==> src/rtl/mod_issue_ctrl.sv <==
// Issue/stall controller in front of the multi-cycle modulo unit.
// Optional BUSY watchdog: define MOD_TIMEOUT_EN.
module mod_issue_ctrl #(
  parameter int WIDTH         = 32,
  parameter int LAUNCH_CYCLES = 1,
  parameter int TIMEOUT       = 1024
) (
  input  logic             CLK,
  input  logic             reset,
  input  logic             start,
  input  logic             flush,
  input  logic [WIDTH-1:0] rs_val,
  input  logic [WIDTH-1:0] rt_val,
  output logic [WIDTH-1:0] unit_a,
  output logic [WIDTH-1:0] unit_b,
  output logic             unit_rst,
  input  logic             unit_done,
  input  logic [WIDTH-1:0] unit_result,
  output logic             stall,
  output logic             busy,
  output logic [WIDTH-1:0] rem_q,
  output logic             rem_valid,
  output logic             dbz,
  output logic             timeout_err
);

  localparam logic [1:0] IDLE   = 2'd0;
  localparam logic [1:0] LAUNCH = 2'd1;
  localparam logic [1:0] BUSY   = 2'd2;

  localparam int LW = $clog2(LAUNCH_CYCLES + 1);
  localparam logic [LW-1:0] L_LAST = LW'(LAUNCH_CYCLES - 1);

  logic [1:0]    state_q;
  logic [LW-1:0] lcnt_q;
  logic          is_idle;
  logic          is_launch;
  logic          is_busy;
  logic          accept;
  logic          rt_nz;
  logic          tmo;

  assign is_idle   = (state_q == IDLE);
  assign is_launch = (state_q == LAUNCH);
  assign is_busy   = (state_q == BUSY);
  assign rt_nz     = |rt_val;
  assign accept    = is_idle & start & ~flush;

  assign busy     = ~is_idle;
  assign unit_rst = ~is_busy;
  assign stall    = ~is_idle | (accept & rt_nz);

`ifdef MOD_TIMEOUT_EN
  localparam int TW = $clog2(TIMEOUT + 1);
  localparam logic [TW-1:0] T_LAST = TW'(TIMEOUT - 1);

  logic [TW-1:0] tcnt_q;
  logic          to_q;

  // tcnt_q never passes T_LAST, so it cannot wrap
  assign tmo         = is_busy & (tcnt_q == T_LAST);
  assign timeout_err = to_q;

  always_ff @(posedge CLK or negedge reset) begin
    if (!reset) begin
      tcnt_q <= '0;
      to_q   <= 1'b0;
    end else begin
      if (is_launch)
        tcnt_q <= '0;
      else if (is_busy && tcnt_q != T_LAST)
        tcnt_q <= tcnt_q + 1'b1;
      if (accept)
        to_q <= 1'b0;
      else if (tmo && !flush && !unit_done)
        to_q <= 1'b1;
    end
  end
`else
  logic unused_timeout;

  assign unused_timeout = ^TIMEOUT;
  assign tmo            = 1'b0;
  assign timeout_err    = 1'b0;
`endif

  always_ff @(posedge CLK or negedge reset) begin
    if (!reset) begin
      state_q   <= IDLE;
      lcnt_q    <= '0;
      unit_a    <= '0;
      unit_b    <= '0;
      rem_q     <= '0;
      rem_valid <= 1'b0;
      dbz       <= 1'b0;
    end else begin
      unique case (1'b1)
        is_idle: begin
          if (accept) begin
            unit_a    <= rs_val;
            unit_b    <= rt_val;
            rem_valid <= 1'b0;
            dbz       <= 1'b0;
            lcnt_q    <= '0;
            // divide-by-zero never reaches the unit
            if (!rt_nz) begin
              rem_q     <= rs_val;
              rem_valid <= 1'b1;
              dbz       <= 1'b1;
            end else begin
              state_q <= LAUNCH;
            end
          end
        end
        is_launch: begin
          if (flush)
            state_q <= IDLE;
          else if (lcnt_q == L_LAST)
            state_q <= BUSY;
          else
            lcnt_q <= lcnt_q + 1'b1;
        end
        is_busy: begin
          if (flush) begin
            state_q <= IDLE;
          end else if (unit_done) begin
            rem_q     <= unit_result;
            rem_valid <= 1'b1;
            state_q   <= IDLE;
          end else if (tmo) begin
            state_q <= IDLE;
          end
        end
        default: state_q <= IDLE;
      endcase
    end
  end

endmodule

==> config.mk <==
export PLATFORM = sky130hd
export DESIGN_NAME = mod_issue_ctrl
export DESIGN_NICKNAME = d
export VERILOG_FILES = /design/src/rtl/mod_issue_ctrl.sv
export SDC_FILE = /design/constraint.sdc
export NUM_CORES = 1
export LEC_CHECK = 0
export CORE_ASPECT_RATIO = 1.2
export CORE_MARGIN = 10
export CORE_UTILIZATION = 37
export CTS_CLUSTER_SIZE = 40
export DETAILED_ROUTE_END_ITERATION = 7
export HOLD_SLACK_MARGIN = 0.08
export PLACE_DENSITY = 0.77
export REMOVE_ABC_BUFFERS = 1
export SYNTH_ARGS = -nofsm -noshare
export SYNTH_HDL_FRONTEND = slang
export SYNTH_SLANG_ARGS = --single-unit
==> constraint.sdc <==
create_clock -name CLK -period 2.05 [get_ports CLK]
set_clock_uncertainty 0.15 [all_clocks]
set_input_delay 0.205 -clock CLK [delete_from_list [all_inputs] [get_ports CLK]]
set_output_delay 0.205 -clock CLK [all_outputs]
set_load 0.01 [all_outputs]
# Word-level counts from Yosys, hierarchy flattened
# Index checks and enable logic that the tools add are counted.
dict set report classes {
  add_sub_neg 1
  eq_ne 10
  mux 21
  n_bitwise 7
  reduce_logical 9
}
# cell n
set op_table {}
lappend op_table {{32-bit two-way mux} 4}
lappend op_table {{32-bit case mux with 2 select lines} 1}
lappend op_table {{32-bit OR reduction} 1}
lappend op_table {{2-bit two-way mux} 6}
lappend op_table {{2-bit inequality test (second input constant)} 4}
lappend op_table {{4-bit AND reduction} 2}
lappend op_table {{1-bit two-way mux} 7}
lappend op_table {{3-bit inequality test (second input constant)} 2}
lappend op_table {{2-bit case mux with 3 select lines} 1}
lappend op_table {{5-bit AND reduction} 1}
lappend op_table {{2-bit by 1-bit inequality test with 1-bit output (second input constant)} 2}
lappend op_table {{1-bit case mux with 2 select lines} 2}
lappend op_table {{2-bit nonzero test} 2}
lappend op_table {{1-bit bitwise AND} 3}
lappend op_table {{1-bit NOT} 3}
lappend op_table {{3-bit AND reduction} 1}
lappend op_table {{2-bit by 1-bit equality test with 1-bit output (second input constant)} 1}
lappend op_table {{2-bit equality test (second input constant)} 1}
lappend op_table {{2-bit zero test} 1}
lappend op_table {{2-bit AND reduction} 1}
lappend op_table {{1-bit adder (second input constant)} 1}
lappend op_table {{1-bit bitwise OR} 1}
dict set report totals {
  ff_bits 101
  in_bits 101
  elab_cells 55
}

# Logic depth before layout (Yosys ltp)
# Gate-level depths: netlist of run 1.
dict set report depth {
  word_depth 5
  mapped_depth 7
  mapped_depth_nobuf 5
}

# Least setup slack after synthesis of run 1
# OpenSTA, ideal clock, no wires.
dict set report synth_timing {
  path_type {reg-to-reg}
  startpoint {register state_q[1]}
  endpoint {register rem_q[0]}
  setup_ns 0.125
  t_arrival_ns 1.639
  t_required_ns 1.775
  slack_ns 0.137
  path_stages_with_launch 6
  n_path_buf 1
  cell_sequence {dfrtp_1 > nor2_1 > nand3b_1 > o31ai_4 > buf_6 > mux2_2}
}
dict set report synth_between {
  elab_chain_len 5
  word_cells_on_any_way 11
}
# element line_no
set synth_rtl {}
lappend synth_rtl {{start, declared} 34} ;# logic [1:0] state_q;
lappend synth_rtl {{start signal, assigned} 89} ;# state_q <= IDLE;
lappend synth_rtl {{start signal, assigned} 111} ;# state_q <= LAUNCH;
lappend synth_rtl {{start signal, assigned} 117} ;# state_q <= IDLE;
lappend synth_rtl {{2-bit zero test} 43} ;# assign is_idle = (state_q == IDLE);
lappend synth_rtl {{1-bit bitwise AND (2 in a row)} 47} ;# assign accept = is_idle & start & ~flush;
lappend synth_rtl {{2-bit by 1-bit inequality test with 1-bit output (no source line)} --}
lappend synth_rtl {{5-bit AND reduction (no source line)} --}
lappend synth_rtl {{end signal, assigned} 107} ;# rem_q <= rs_val;
lappend synth_rtl {{end signal, assigned} 127} ;# rem_q <= unit_result;
lappend synth_rtl {{end, declared} 21} ;# output logic [WIDTH-1:0] rem_q,
# Several ways; a longest one is shown, not always the timed one.
# A chain may end at the register's enable or synchronous reset.

# Final worst setup path of run 1
dict set report layout_timing {
  startpoint {register state_q[1]}
  endpoint {register rem_q[19]}
}
# The elaborated chain is that of the path after synthesis.

==> results of run 1 <==
-- final cells by class --
type	instances	share of cell area
well taps	154	0.0280
clock buffers	14	0.0398
repair buffers	224	0.321
inverters	3	0.00200
multi-input cells	218	0.242
clock inverters	1	0.00436
flip-flops and latches	100	0.363
-- cell usage after synthesis --
cell type / n / area, um2
nand2_1: 97 / 364
a21o_1: 1 / 7.51
clkbuf_1: 12 / 45.0
o21ai_0: 1 / 5.00
buf_2: 2 / 10.0
nand4_1: 2 / 12.5
clkinv_1: 1 / 3.75
dfrtp_1: 100 / 2500
inv_1: 2 / 7.51
mux2_2: 94 / 1060
nor4_1: 8 / 50.1
mux2_1: 2 / 22.5
nor3_1: 1 / 5.00
buf_4: 1 / 7.51
nor2_1: 5 / 18.8
nand3b_1: 3 / 22.5
buf_6: 3 / 33.8
conb_1: 1 / 3.75
nor2b_1: 1 / 6.26
o31ai_4: 1 / 21.3
a21oi_1: 1 / 5.00
-- worst max-delay path, stage by stage (launching register included) --
cell	delay [ns]
dfrtp_1	0.40
nor2_2	0.16
nand3b_1	0.19
o31ai_4	0.32
buf_6	0.15
buf_6	0.15
mux2_2	0.35
-- sequential cells by signal (all words and copies together) (netlist names) --
signal,cells
dbz,1
rem_q,32
rem_valid,1
state_q,2
unit_a,32
unit_b,32
-- report_power, final --
group | total, mW | switching [mW] | internal [mW] | leakage [nW]
sequential | 2.67 | 0.237 | 2.43 | 1.21
clock | 1.70 | 0.662 | 1.04 | 0.149
combinational | 2.10 | 0.785 | 1.31 | 1.71
total | 6.47 | 1.68 | 4.79 | 3.07
-- metrics by stage --
| step | util | setup TNS (ns) | area (um2) | setup WS, ns | std cells |
|---|---|---|---|---|---|
| floorplan | - | -151.47 | 4120 | -2.25 | 321 |
| global placement | 0.581 | -16.05 | 6440 | -0.490 | 689 |
| CTS | 0.623 | 0 | 6910 | 0.00238 | 713 |
| global route | 0.621 | 0 | 6890 | 0.000238 | 714 |
| finish | 0.621 | 0 | 6890 | 0.0637 | 714 |
| detailed placement | 0.581 | -20.68 | 6440 | -0.608 | 689 |
-- cells in the final DEF, fill, tap and decap left out, types with 3 or more instances in the layout --
cell	netlist	final
clkdlybuf4s50_1	0	169
dfrtp_1	100	100
nand2_1	97	97
mux2_2	94	94
dlygate4sd2_1	0	26
buf_4	1	14
clkbuf_16	0	9
nor4_2	0	7
dlygate4sd3_1	0	5
nor2_1	5	4
dlymetal6s2s_1	0	4
nand3b_1	3	3
clkbuf_8	0	3
buf_6	3	3
-- layer usage --
metal	vias to the layer above	wire length, um	global-route usage
li1	1573	-	-
met1	1666	5280	0.177
met2	133	6800	0.294
met3	8	971	0.0519
met4	0	86	0.0446
met5	-	0	0
-- kinds of logic (layout without fill, tap and decap cells) --
family / after synthesis / count (layout) / synth area share
AND/OR/NAND/NOR: 117 / 117 / 0.114
AO/OA/AOI/OAI: 4 / 4 / 0.00921
flip-flops: 100 / 100 / 0.594
other: 1 / 1 / 0.000890
multiplexers: 96 / 96 / 0.257
buffers and inverters: 21 / 242 / 0.0255
-- worst paths after layout --
check	slack (ns)	to
setup / recovery	0.06	rem_q[19]$_DFFE_PN0P_
hold / removal	0.13	unit_b[22]$_DFFE_PN0P_
setup reg to reg	0.06	rem_q[19]$_DFFE_PN0P_
hold reg to reg	0.34	dbz$_DFFE_PN0P_
max in group asynchronous	0.85	unit_b[31]$_DFFE_PN0P_
min in group asynchronous	0.23	unit_a[20]$_DFFE_PN0P_
-- repair_timing --
action / CTS / global route
hold endpoints to repair: 35 / 4
setup buffers: 7 / 0
pin swaps: 12 / 6
cloned: 2 / 0
hold buffers: 1 / 4
resized for setup: 45 / 6
setup endpoints to repair: 34 / 34
==> flow_metrics.tcl, run 1 <==
set metrics [dict create \
    worst_pin_slew_ns 0.517 \
    cts_root_buf "clkbuf_16" \
    drc 0 \
    arrival_ns 2.05 \
    coreArea_mm2 0.0111 \
    fmax_mhz 503 \
    area_growth_syn_to_layout_pct 63.5 \
    initial_core_util 0.380 \
    ys_seq_area_frac 0.594 \
    vias 3380 \
    ys.warnings.count 0 \
    n_fill_cell 915 \
    hp-class "primary input to flop" \
    row_count 42 \
    grt_antenna_before_repair 0 \
    fp.dieArea_mm2 0.0161 \
    netlist_area_mm2 0.00421 \
    seq_area_mm2 0.00250 \
    die_w_um 117 \
    multi_input_area_mm2 0.00167 \
    yosysUniqueCellTypes 21 \
    num_antenna_cells 0 \
    gr-usage-all-layers 0.161 \
    wl_per_cell_um 18.4 \
    ant_nets 0 \
    clk_latency_ns 0.33 \
    holdPathStages 2 \
    whs_ns 0.129 \
    clockBufferDepth 2 \
    hold_viol_final 0 \
    cts_tree "yes" \
    via_per_inst 4.73 \
    grt_max_degree 46 \
    port_buffers 201 \
    setup_viol 0 \
    p_per_area_mw_per_mm2 939 \
    critPathKind "flop to flop" \
    slew_headroom 0.655 \
    r2r_start "state_q[1]$_DFFE_PN0P_" \
    io_pins 203 \
    dr.pass1.iters 4 \
    drive_above_1_share 0.248 \
    htreeDepth 3 \
    crit_start "state_q[1]$_DFFE_PN0P_" \
    p_leak_nw 3.07 \
    dp_hpwl_mm 9.96 \
    grt_pass1_wl_mm 20.8 \
    clk_pin_slew_ns 0.06 \
    hold_start "rt_val[22]" \
    total_power_mw 6.47 \
    fin_crit_ns 1.99 \
    run_status "completed" \
    grt_pass1_vias 3815 \
    syn_area_per_cell_um2 12.4 \
    drtIter0Drc 92 \
    maxCapViolCount 0 \
    cts-buffers-inserted 9 \
    clock-sinks 100 \
    wl_mm 13.1 \
    rsz0062_at_grt "false" \
    fin_crit_sh 0.969 \
    ir_worst_vdd_uv 541 \
    worstPathRequired_ns 2.11 \
    synth_cells 339 \
    synth_seq_cells 100 \
    grt.overflow.total 0 \
    reg2reg_depth 6 \
    gp_congestion 0.786 \
    cp_max_fo 8 \
    drv_slew 0 \
    crit_path_start_kind "flop" \
    final_nets 657 \
    worstSetupEndpointType "flop" \
    die_h_um 137 \
]
(Power assumes the default switching activity.)
==> run 2, diff against run 1 <==
--- a/config.mk
+++ b/config.mk
@@ -7,11 +7,11 @@
 export LEC_CHECK = 0
 export CORE_ASPECT_RATIO = 1.2
 export CORE_MARGIN = 10
-export CORE_UTILIZATION = 37
+export CORE_UTILIZATION = 35
 export CTS_CLUSTER_SIZE = 40
 export DETAILED_ROUTE_END_ITERATION = 7
 export HOLD_SLACK_MARGIN = 0.08
-export PLACE_DENSITY = 0.77
+export PLACE_DENSITY = 0.73
 export REMOVE_ABC_BUFFERS = 1
 export SYNTH_ARGS = -nofsm -noshare
 export SYNTH_HDL_FRONTEND = slang
==> run 2 against run 1 <==
Effect of this change:
- hold slack worse by 0.037 ns
- register-to-register slack about the same
- setup slack worse by 0.023 ns
- sequential share of layout area down 0.82 points
- non-clock buffer count up 10
- first-iteration DRC count up 29%
- critical endpoint is now rem_q[16]$_DFFE_PN0P_
==> flow_metrics.tcl, run 2 (synthesized netlist as in run 1, its figures left out) <==
set metrics [dict create \
    hp-class "primary input to flop" \
    initial_core_util 0.361 \
    setup_viol 0 \
    placedCellCount 694 \
    grt_pass1_vias 3693 \
    grt_max_degree 54 \
    slowest_stage "clkdlybuf4s50_1" \
    die_h_um 140 \
    port_buffers 201 \
    worstPathRequired_ns 2.12 \
    num_antenna_cells 0 \
    clockBufferDepth 2 \
    r2r_start "state_q[0]$_DFFE_PN0P_" \
    fp.dieArea_mm2 0.0168 \
    hold_viol_final 0 \
    fmax_mhz 498 \
    ant_nets 0 \
    critPathKind "primary input to flop" \
    crit_path_start_kind "primary input" \
    cts-buffers-inserted 9 \
    fin_crit_sh 0.980 \
    most-common-layout-cells "clkdlybuf4s50_1 (170), dfrtp_1 (99), nand2_1 (97)" \
    gp_congestion 0.742 \
    hold_start "rt_val[15]" \
    cts_tree "yes" \
    ir_worst_vdd_uv 528 \
    worst_pin_slew_ns 0.607 \
    io_pins 203 \
    coreArea_mm2 0.0117 \
    total_power_mw 6.63 \
    grt.overflow.total 0 \
    fin_crit_ns 2.01 \
    arrival_ns 2.08 \
    cts_root_buf "clkbuf_16" \
    mostFrequentLayoutCell "clkdlybuf4s50_1" \
    grt_pass1_wl_mm 20.7 \
    grt_antenna_before_repair 0 \
    drtIter0Drc 119 \
    crit_start "rt_val[25]" \
    wl_mm 13.4 \
    slew_headroom 0.595 \
    clk_latency_ns 0.34 \
    wl_per_cell_um 18.4 \
    via_per_inst 4.65 \
    n_fill_cell 977 \
    vias 3385 \
    p_leak_nw 3.15 \
    row_count 43 \
    drive_above_1_share 0.266 \
    clock-sinks 100 \
    slowest_delay_ns 0.43 \
    cp_max_fo 6 \
    final_nets 667 \
    rsz0062_at_grt "true" \
    drc 0 \
    top_regs "rem_q: 32 flops, unit_a: 32 flops, unit_b: 32 flops" \
    gr-usage-all-layers 0.155 \
    fin_setup_tns_ns 0 \
    dp_hpwl_mm 9.91 \
    worstSetupEndpointType "flop" \
    die_w_um 120 \
    clk_pin_slew_ns 0.06 \
    p_per_area_mw_per_mm2 940 \
    stdcell_count 728 \
    dr.pass1.iters 4 \
    path_cells "clkdlybuf4s50_1 -> nor4_2 -> nand4_1 -> buf_4 -> o31ai_4 -> buf_6 -> buf_16 -> mux2_2" \
    area_growth_syn_to_layout_pct 67.4 \
    run_status "completed" \
    maxCapViolCount 0 \
    drv_slew 0 \
    htreeDepth 3 \
]
[run 2: critical path: cells and delay by family]
kind	cells	cell delay, ns
AO/OA/AOI/OAI	1	0.26
multiplexers	1	0.33
buffers and inverters	4	0.92
AND/OR/NAND/NOR	2	0.36
[run 2: final timing paths]
check	endpoint	slack [ns]	cells past startpoint
setup / recovery	rem_q[16]$_DFFE_PN0P_	0.04	8
hold / removal	unit_b[15]$_DFFE_PN0P_	0.09	2
setup reg to reg	rem_q[16]$_DFFE_PN0P_	0.05	6
hold reg to reg	dbz$_DFFE_PN0P_	0.33	1
max in group asynchronous	unit_b[28]$_DFFE_PN0P_	0.92	3
min in group asynchronous	unit_a[13]$_DFFE_PN0P_	0.21	2
[run 2: cell type report]
| cell class | instances | area [um2] | share of cell area |
|---|---|---|---|
| Clock inverter | 4 | 72.6 | 0.0103 |
| Multi-Input combinational cell | 218 | 1700 | 0.241 |
| Inverter | 3 | 11.3 | 0.00160 |
| Timing Repair Buffer | 234 | 2320 | 0.330 |
| Clock buffer | 12 | 246 | 0.0350 |
| Sequential cell | 100 | 2500 | 0.355 |
| Tap cell | 157 | 196 | 0.0279 |
[run 2: through the flow]
stage | hold WS [ns] | worst slack (ns) | area, um2 | util
after floorplan | -0.241 | -2.25 | 4120 | -
final | 0.0913 | 0.0411 | 7050 | 0.604
after CTS | 0.0900 | 0.00300 | 6950 | 0.595
after global placement | 0.000585 | -0.473 | 6470 | 0.554
after detailed placement | 0.00937 | -0.526 | 6470 | 0.554
after global routing | 0.106 | -0.0525 | 7050 | 0.604
[run 2: repair_timing]
| action | in CTS | in global routing |
|---|---|---|
| gates cloned | 2 | 0 |
| setup buffers | 9 | 3 |
| endpoints found under the setup margin | 33 | 34 |
| hold endpoints to repair | 100 | 4 |
| resized for setup | 43 | 18 |
| hold buffers | 1 | 4 |
| pin swaps | 12 | 7 |
[run 2: routing by layer]
| metal | vias up | GRT usage | share of wire |
|---|---|---|---|
| li1 | 1588 | - | - |
| met1 | 1651 | 0.179 | 0.40 |
| met2 | 132 | 0.261 | 0.50 |
| met3 | 14 | 0.0543 | 0.083 |
| met4 | 0 | 0.0509 | 0.015 |
| met5 | - | 0 | 0 |
[run 2: power by group]
group          internal (mW)  switching [mW]
clock network           1.10           0.708
logic                   1.36           0.793
registers               2.43           0.233
total                   4.89            1.73
==> RTL edit, RTL diff (config.mk and constraints of run 2) <==
`WIDTH`: 32 -> 28.
--- a/src/rtl/mod_issue_ctrl.sv
+++ b/src/rtl/mod_issue_ctrl.sv
@@ -2,5 +2,5 @@
 // Optional BUSY watchdog: define MOD_TIMEOUT_EN.
 module mod_issue_ctrl #(
-  parameter int WIDTH         = 32,
+  parameter int WIDTH         = 28,
   parameter int LAUNCH_CYCLES = 1,
   parameter int TIMEOUT       = 1024
Ports: changed (6 resized); port bits go from 203 to 179. The function was not compared with the original's and may differ.
==> RTL edit against run 2 <==
The run now ends with setup timing left. Utilization down 0.86 points. Total power shrank 9.7%. Sequential cell count decreased by 12. Worst setup slack got worse by 56 ps. Global-route usage grew 0.22 points. Synthesized cell count rose by 24%. Wire length down 5.6%. Cell area fell by 11%. Synthesized area is 11% lower. Highest routed layer unchanged.
==> RTL edit: results (changes against run 2) <==
| Metric | Value |
|---|---|
| Status | complete, but fails checks (was completed) |
| Failing checks | setup timing |
| # Post-CTS Setup Buffers | 0 (was 9) |
| Worst-path fanout max | 17 (was 6) |
| Avg WL per Cell | 17.0 um (was 18.4 um) |
| Synth cell count leaders | 253 x nand2_1, 88 x dfrtp_1, 18 x clkbuf_1 (was 100 x dfrtp_1, 97 x nand2_1, 94 x mux2_2) |
| Largest net degree at the start of global routing | 57 (was 54) |
| CTS Buffer Depth | 2 (unchanged) |
| Synth area leader | dfrtp_1 (unchanged) |
| Syn. warnings | 0 (unchanged) |
| Synth top area cells | dfrtp_1 59%, nand2_1 25%, mux2_1 4.2% (was dfrtp_1 59%, mux2_2 25%, nand2_1 8.6%) |
| Number of global-route vias before repair | 3677 (was 3693) |
| HPWL after detailed placement | 9430 um (was 9910 um) |
| Clk slew on worst S/H paths | 60 ps (about the same) |
| Initial DRC Count | 113 (was 119) |
| Worst path max stage delay | 430 ps (about the same) |
| Share of post-route cells with drive strength above 1 | 11.4% (was 26.6%) |
| Unique masters post-synth | 23 (was 21) |
| Root buf cell | clkbuf_16 (unchanged) |
| Pleak | 3.01 nW (was 3.15 nW) |
| Layout net count | 699 (was 667) |
| Drt pass-1 iters | 4 (unchanged) |
| RD Place Congestion | 0.805 (was 0.742) |
| # H-tree levels | 3 (unchanged) |
| Post-synthesis sequential area ratio | 58.7% (was 59.4%) |
| PortBufs | 177 (was 201) |
| Largest regs | rem_q: 28 flops, unit_a: 28 flops, unit_b: 28 flops (was rem_q: 32 flops, unit_a: 32 flops, unit_b: 32 flops) |
| Worst-case vdd ir drop | 0.423 mV (was 0.528 mV) |
| Via count | 3470 (was 3385) |
| Critical path's slowest cell | clkdlybuf4s50_1 (unchanged) |
| Pre-CTS setup slack | -508 ps (was -526 ps) |
| Total CTS buffers | 9 (unchanged) |
| Ant. Diodes | 0 (unchanged) |
| Worst setup margin | -15.3 ps (was 41.1 ps) |
| First-pass GRT wire length | 19200 um (was 20700 um) |
| Fraction of registers with async set/reset | 100% (unchanged) |
| HP Class | in -> reg (unchanged) |
| Initial antenna violation count | 0 (unchanged) |
| Slew Limit Headroom | 58.9% (was 59.5%) |
| Worst-Skew Late Latency | between 300 and 400 ps |
| Total GRT Usage | 15.7% (was 15.5%) |
| Fillers | 875 (was 977) |
| Endpoints failing setup | 8 (was 0) |
| Critical path arrival | 2130 ps (was 2080 ps) |
-- RTL edit: cell count changes after synthesis, sizes merged, moves of 2 or more --
cell and change:
buf -2, clkbuf +6, dfrtp -12, mux2 -68, nand2 +156, nand3b -3
-- RTL edit: worst paths after layout --
| check | from | end | slack, ps | depth (start not counted) |
|---|---|---|---|---|
| setup / recovery | rt_val[2] | rem_q[16]$_DFFE_PN0P_ | -20 | 7 |
| hold / removal | rt_val[8] | unit_b[8]$_DFFE_PN0P_ | 150 | 3 |
| hold reg to reg | unit_a[2]$_DFFE_PN0P_ | unit_a[2]$_DFFE_PN0P_ | 320 | 2 |
| setup reg to reg | state_q[1]$_DFFE_PN0P_ | rem_q[16]$_DFFE_PN0P_ | 30 | 5 |
| min in group asynchronous | reset | unit_a[9]$_DFFE_PN0P_ | 280 | 2 |
| max in group asynchronous | reset | rem_q[3]$_DFFE_PN0P_ | 810 | 3 |
-- RTL edit: area by class of cell --
class | instances | share of cell area [%]
inverters | 3 | 0.180
flip-flops and latches | 88 | 35.2
well taps | 129 | 2.58
multi-input cells | 308 | 25.1
clock buffers | 12 | 3.94
clock inverters | 3 | 1.44
repair buffers | 200 | 31.6
-- RTL edit: critical path, delay by kind of cell --
kind	cells	cell delay [ps]
AO/OA/AOI/OAI	1	200
buffers and inverters	3	820
multiplexers	1	340
AND/OR/NAND/NOR	2	550
-- RTL edit: cell families after synthesis --
family / count (synthesis) / synth area share [%]
AND/OR/NAND/NOR: 274 / 28.6
multiplexers: 28 / 8.41
buffers and inverters: 25 / 3.00
other: 1 / 0.100
flip-flops: 88 / 58.7
AO/OA/AOI/OAI: 5 / 1.17
-- RTL edit: per-layer routing --
metal / track usage, % / part of all wire (%) / wire length [um]
met3: 6.42 / 9.8 / 1230
met5: 0 / 0 / 0
met2: 26.7 / 50 / 6350
met4: 5.86 / 1.6 / 206
met1: 17.0 / 38 / 4820
-- RTL edit: where the power goes --
| part | total [mW] | leakage [nW] | switching (mW) | internal, mW |
|---|---|---|---|---|
| Combinational | 1.81 | 1.75 | 0.736 | 1.07 |
| Clock | 1.86 | 0.163 | 0.639 | 1.22 |
| Sequential | 2.31 | 1.10 | 0.205 | 2.11 |
-- RTL edit: timing repair --
item / in CTS / in global routing
hold endpoints to repair: 44 / 0
endpoints found under the setup margin: 30 / 29
gates resized for setup: 9 / 23
pin swaps: 3 / 0
hold buffers: 1 / 0
-- RTL edit: stage by stage --
stage	utilization (%)	hold slack [ps]	TNS, ps	area, um^2	cells
after floorplan	-	-241	-138740	3650	399
final	59.5	146	-71.0	6260	743
after global placement	55.1	101	-14340	5800	727
after global routing	59.5	139	-1440	6260	743
after CTS	58.6	115	-21.4	6160	743
after detailed placement	55.1	109	-18450	5800	727
